===== config.mk =====
export PLATFORM = sky130hd
export DESIGN_NAME = if_fetch_flat
export DESIGN_NICKNAME = d
export VERILOG_FILES = /design/src/rtl/if_fetch_if.sv /design/src/rtl/if_fetch.sv /design/src/flat_wrapper.sv
export SDC_FILE = /design/constraint.sdc
export NUM_CORES = 1
export LEC_CHECK = 0
export CAP_MARGIN = 20
export CORE_ASPECT_RATIO = 1.1
export CORE_UTILIZATION = 48
export DETAILED_ROUTE_END_ITERATION = 8
export PLACE_DENSITY = 0.83
export SKIP_LAST_GASP = 1
export SYNTH_ARGS = -nofsm -noshare
export SYNTH_HDL_FRONTEND = slang
export SYNTH_SLANG_ARGS = --single-unit

===== constraint.sdc =====
create_clock -name clk -period 7 [get_ports clk]
set_clock_uncertainty 0.05 [all_clocks]
set_input_delay 2.1 -clock clk [delete_from_list [all_inputs] [get_ports clk]]
set_output_delay 2.1 -clock clk [all_outputs]
set_load 0.02 [all_outputs]

===== src/rtl/if_fetch_if.sv =====
// Fetch-stage bus bundle: instruction-memory read port, decode handshake and
// downstream redirect.
//   master (if_fetch): drives imem_req/imem_addr and the inst_* payload,
//                      receives imem_rvalid/imem_rdata, inst_ready, redirect.
//   slave  (memory + decode side): the mirror image.
interface if_fetch_if #(
  parameter int unsigned XLEN = 32
);
  // Instruction memory read port
  logic            imem_req;
  logic [XLEN-1:0] imem_addr;
  logic            imem_rvalid;
  logic [31:0]     imem_rdata;

  // Decode handshake and payload
  logic            inst_valid;
  logic            inst_ready;
  logic [31:0]     inst;
  logic [XLEN-1:0] inst_pc;
  logic [XLEN-1:0] inst_pcplus4;

  // Taken branch/jump from downstream
  logic            redirect;
  logic [XLEN-1:0] redirect_target;

  modport master (
    output imem_req, imem_addr, inst_valid, inst, inst_pc, inst_pcplus4,
    input  imem_rvalid, imem_rdata, inst_ready, redirect, redirect_target
  );

  modport slave (
    input  imem_req, imem_addr, inst_valid, inst, inst_pc, inst_pcplus4,
    output imem_rvalid, imem_rdata, inst_ready, redirect, redirect_target
  );
endinterface


===== src/rtl/if_fetch.sv =====
// Instruction-fetch stage. Owns the PC, keeps at most one instruction-memory
// read outstanding, hands each fetched word (with its PC and PC+4) to decode
// over a valid/ready handshake and squashes wrong-path fetches on redirect.
// Ports:
//   clk  - clock, all state updates on the rising edge
//   rst  - synchronous active-high reset
//   bus  - if_fetch_if.master: imem_* read port, inst_* decode handshake,
//          redirect/redirect_target
module if_fetch #(
  parameter int unsigned     XLEN     = 32,
  parameter logic [XLEN-1:0] RESET_PC = '0
) (
  input  logic       clk,
  input  logic       rst,
  if_fetch_if.master bus
);

  localparam logic [31:0]     NOP_INST   = 32'h0000_0013;
  localparam logic [XLEN-1:0] PC_STEP    = XLEN'(4);
  localparam logic [XLEN-1:0] ALIGN_MASK = ~XLEN'(3);

  // REQ: issue read; WAIT: read in flight; HOLD: word offered to decode;
  // DROP: in-flight read was made wrong-path by a redirect.
  typedef enum logic [1:0] {
    S_REQ  = 2'd0,
    S_WAIT = 2'd1,
    S_HOLD = 2'd2,
    S_DROP = 2'd3
  } state_e;

  state_e          state_q, state_d;
  logic [XLEN-1:0] pc_q, pc_d;
  logic [31:0]     inst_q, inst_d;
  logic [XLEN-1:0] inst_pc_q, inst_pc_d;
  logic [XLEN-1:0] inst_pcplus4_q, inst_pcplus4_d;
  logic [XLEN-1:0] target_c;
  logic            req_c;
  logic            valid_c;

  // No compressed support: targets are forced to word alignment.
  assign target_c = bus.redirect_target & ALIGN_MASK;

  // State and payload registers
  always_ff @(posedge clk) begin
    if (rst) begin
      state_q        <= S_REQ;
      pc_q           <= RESET_PC;
      inst_q         <= NOP_INST;
      inst_pc_q      <= RESET_PC;
      inst_pcplus4_q <= RESET_PC + PC_STEP;
    end else begin
      state_q        <= state_d;
      pc_q           <= pc_d;
      inst_q         <= inst_d;
      inst_pc_q      <= inst_pc_d;
      inst_pcplus4_q <= inst_pcplus4_d;
    end
  end

  // Next-state, PC update and handshake strobes
  always_comb begin
    state_d        = state_q;
    pc_d           = pc_q;
    inst_d         = inst_q;
    inst_pc_d      = inst_pc_q;
    inst_pcplus4_d = inst_pcplus4_q;
    req_c          = 1'b0;
    valid_c        = 1'b0;

    case (state_q)
      S_REQ: begin
        if (bus.redirect) begin
          pc_d = target_c;
        end else begin
          req_c   = 1'b1;
          state_d = S_WAIT;
        end
      end

      S_WAIT: begin
        if (bus.redirect) begin
          pc_d = target_c;
          // Response already here is simply dropped; otherwise wait it out.
          state_d = bus.imem_rvalid ? S_REQ : S_DROP;
        end else if (bus.imem_rvalid) begin
          inst_d         = bus.imem_rdata;
          inst_pc_d      = pc_q;
          inst_pcplus4_d = pc_q + PC_STEP;
          state_d        = S_HOLD;
        end
      end

      S_DROP: begin
        if (bus.redirect) begin
          pc_d = target_c;
        end
        // The stale response retires the outstanding read.
        if (bus.imem_rvalid) begin
          state_d = S_REQ;
        end
      end

      S_HOLD: begin
        valid_c = ~bus.redirect;
        if (bus.redirect) begin
          pc_d    = target_c;
          state_d = S_REQ;
        end else if (bus.inst_ready) begin
          pc_d    = pc_q + PC_STEP;
          state_d = S_REQ;
        end
      end

      default: begin
        state_d = S_REQ;
      end
    endcase
  end

  // Strobes are masked during reset so nothing leaks out of an aborted state.
  assign bus.imem_req     = req_c & ~rst;
  assign bus.imem_addr    = pc_q;
  assign bus.inst_valid   = valid_c & ~rst;
  assign bus.inst         = inst_q;
  assign bus.inst_pc      = inst_pc_q;
  assign bus.inst_pcplus4 = inst_pcplus4_q;

endmodule


===== src/flat_wrapper.sv =====
// flat-port wrapper written by rule: the top's interface ports become plain ports
module if_fetch_flat 
#(
  parameter int unsigned     XLEN     = 32,
  parameter logic [XLEN-1:0] RESET_PC = '0
)
  (clk, rst, bus_imem_req, bus_imem_addr, bus_inst_valid, bus_inst, bus_inst_pc, bus_inst_pcplus4, bus_imem_rvalid, bus_imem_rdata, bus_inst_ready, bus_redirect, bus_redirect_target);
  if_fetch_if #(.XLEN(XLEN)) bus_i ();
  input  logic clk;
  input  logic rst;
  output wire logic [$bits(bus_i.imem_req)-1:0] bus_imem_req;
  output wire logic [$bits(bus_i.imem_addr)-1:0] bus_imem_addr;
  output wire logic [$bits(bus_i.inst_valid)-1:0] bus_inst_valid;
  output wire logic [$bits(bus_i.inst)-1:0] bus_inst;
  output wire logic [$bits(bus_i.inst_pc)-1:0] bus_inst_pc;
  output wire logic [$bits(bus_i.inst_pcplus4)-1:0] bus_inst_pcplus4;
  input wire logic [$bits(bus_i.imem_rvalid)-1:0] bus_imem_rvalid;
  input wire logic [$bits(bus_i.imem_rdata)-1:0] bus_imem_rdata;
  input wire logic [$bits(bus_i.inst_ready)-1:0] bus_inst_ready;
  input wire logic [$bits(bus_i.redirect)-1:0] bus_redirect;
  input wire logic [$bits(bus_i.redirect_target)-1:0] bus_redirect_target;
  assign bus_imem_req = bus_i.imem_req;
  assign bus_imem_addr = bus_i.imem_addr;
  assign bus_inst_valid = bus_i.inst_valid;
  assign bus_inst = bus_i.inst;
  assign bus_inst_pc = bus_i.inst_pc;
  assign bus_inst_pcplus4 = bus_i.inst_pcplus4;
  assign bus_i.imem_rvalid = bus_imem_rvalid;
  assign bus_i.imem_rdata = bus_imem_rdata;
  assign bus_i.inst_ready = bus_inst_ready;
  assign bus_i.redirect = bus_redirect;
  assign bus_i.redirect_target = bus_redirect_target;
  if_fetch #(.XLEN(XLEN), .RESET_PC(RESET_PC)) u_core (.clk(clk), .rst(rst), .bus(bus_i));
endmodule

==> metrics <==
Layout fillers 834; Cell variety after synth 48; P per Cell Area 241.8 nW/um^2; Hold Path Sink u_core.bus.inst[7]; Initial Utilization 0.4933; slew margin rel. 0.3359; layout cells sized above 1 0.05269; Tmin final 5998 ps; row count 40; r2r setup slk 4320 ps; via density per instance 5.630; Hold Crit Class reg2reg; Post-CTS Resized 0; Worst Path Required 4850 ps; worst r2r dst u_core.bus.imem_addr[31]; gr usage total 0.2889; Synth Flop Type dfxtp_1; Cell Area, Synth 5406 um^2; fin cells 1,001; Seq/Total Area, Yosys 0.4592; Pre-antenna DRT Iters 5; Mapped Cells 688; vias 5,636; fin util 0.7258; die width 103.2 um; clock sinks 124; H-tree Lvls 4; multiplexer share of the synthesized area 0.005554; CTS hold repair buffers 0; hold path depth 2; R2R depth 5; Die Height 113.3 um; Worst EP arrival 3850 ps; VDD IR max 143.0 uV; GRT overflow 0; Worst-path clk slew 50 ps; Placer Congestion 0.8543; Core Area 10,960 um^2; die footprint 11,690 um^2; P_leak 0.002746 uW; Num CTS Buffers 17; antenna violations before repair 0; RSZ-0062 raised after global routing no; # setup viols final 0; Setup TNS 0 ps; vias in the first global route 5,248; # IOs 199; Setup WS pre-CTS 1011 ps; worst hold start u_core.bus.inst[7]; clk_lat worst skew 420 ps; Port Buffers 190; DRT Wirelength 16,820 um; Max clock buf depth 2; largest net degree at the start of global routing 119; first-pass GRT wire length 26,050 um; status completed; Fmax 166.7 MHz; XOR/XNOR share of the synthesized area 0.04860; Antenna Nets Post-Route 0; period utilisation layout 0.8569; PnR worst setup slack 1002 ps; diode count 0; maxcap violations 0; Pins Over Slew Limit 0; Worst-Margin Slew 987.0 ps; Crit. End Element output port; per-cell routed wire length 16.80 um; yosys warns 0; Synth Area in Compound Gates 0.1835; syn avg cell area 7.858 um^2; most frequent cells in the layout clkdlybuf4s50_1, nand2_1, dfxtp_1; Worst setup SP type input pin; Net count, final 912; First DRT Iteration DRCs 305; dpl hpwl 11,060 um; Layout area overhead 47.14%; largest family of logic cells by synthesized area simple AND/OR/NAND/NOR gates; Worst R2R Start u_core.bus.imem_addr[7]; Async SR Flop Fraction 0; TritonCTS clock tree yes; critical path peak fanout 6; Root Driver clkbuf_16; Worst Setup Path Type in2out; commonest non-fill, non-tap cell in the layout clkdlybuf4s50_1; Simple-Gate Fraction of Synth Area 0.2430; # DRC 0; Post-Place Cells 968; Fin. Hold Viols 0; Seq cells post-synth 124; Tot Pwr 1924 uW; EDFF count, synth 0; setup bufs post-CTS 0; adder-cell share of the synthesized area 0.002314
-- per-stage QoR --
stage | area [um^2] | hold slack (ps)
global route | 7955 | 418.6
CTS | 7900 | 404.1
global placement | 7266 | 391.2
detailed placement | 7266 | 396.8
finish | 7955 | 403.3
floorplan | 5425 | 484.5
-- state kept, by name (all words and copies together) (netlist names) --
register / count
u_core.bus.imem_addr: 30
u_core.bus.inst: 32
u_core.bus.inst_pc: 30
u_core.bus.inst_pcplus4: 30
u_core.state_q: 2
-- cells by family (layout without fill, tap and decap cells) --
kind of cell | Yosys count | after routing
compound gates | 173 | 173
buf+inv | 72 | 233
xor+xnor | 30 | 30
other cells | 1 | 6
simple gates | 284 | 284
flops | 124 | 124
mux | 3 | 3
fa+ha+maj | 1 | 1
-- report_power, final --
group	switching, uW	internal [uW]
Sequential	37.7	732
Clock	317	622
Combinational	109	106
-- final cells by class --
cell class,count,area [um^2],area share
Clock inverter,10,163.9,0.02060
Clock buffer,21,470.5,0.05914
Sequential cell,124,2482,0.3120
Tap cell,147,183.9,0.02312
Multi-Input combinational cell,497,2644,0.3323
Timing Repair Buffer,197,1992,0.2504
Inverter,5,18.77,0.002359
-- worst max-delay path, cell delays in order --
cell,delay (ps)
clkdlybuf4s50_1,520
or3b_2,520
nor2_1,100
clkdlybuf4s50_1,610
-- routing by layer --
layer | track usage | vias to the layer above | share of wire
li1 | - | 2677 | -
met1 | 0.3367 | 2647 | 0.41
met2 | 0.4916 | 270 | 0.49
met3 | 0.07968 | 42 | 0.080
met4 | 0.1230 | 0 | 0.022
met5 | 0 | - | 0
-- cell usage after synthesis (3+ instances only) --
library cell / number / share of area
nand2_1: 149 / 0.10
dfxtp_1: 124 / 0.46
a21oi_1: 92 / 0.085
clkbuf_1: 45 / 0.031
o21ai_0: 39 / 0.036
nor2_1: 36 / 0.025
nor3_1: 23 / 0.021
xor2_1: 21 / 0.034
a211oi_1: 18 / 0.025
nand3_1: 16 / 0.015
nand4_1: 12 / 0.014
and3_1: 11 / 0.013
buf_1: 9 / 0.0062
buf_4: 9 / 0.012
xnor2_1: 9 / 0.015
and4_1: 7 / 0.011
a311oi_1: 6 / 0.0097
and2_1: 6 / 0.0069
inv_1: 5 / 0.0035
nand2b_1: 5 / 0.0058
buf_2: 4 / 0.0037
nor4_1: 4 / 0.0046
or3_1: 4 / 0.0046
mux2i_1: 3 / 0.0056
-- worst max-delay path by stage --
stage | start | cells after the start | end | slack [ps]
2_1_floorplan | bus_redirect | 3 | bus_inst_valid | 1820
3_3_place_gp | bus_redirect | 4 | bus_inst_valid | 990
3_5_place_dp | bus_redirect | 4 | bus_inst_valid | 1010
4_1_cts | bus_redirect | 4 | bus_inst_valid | 1010
5_1_grt | bus_redirect | 4 | bus_inst_valid | 970
6_report | bus_redirect | 4 | bus_inst_valid | 1000
Power figures use the tool's default switching activity.
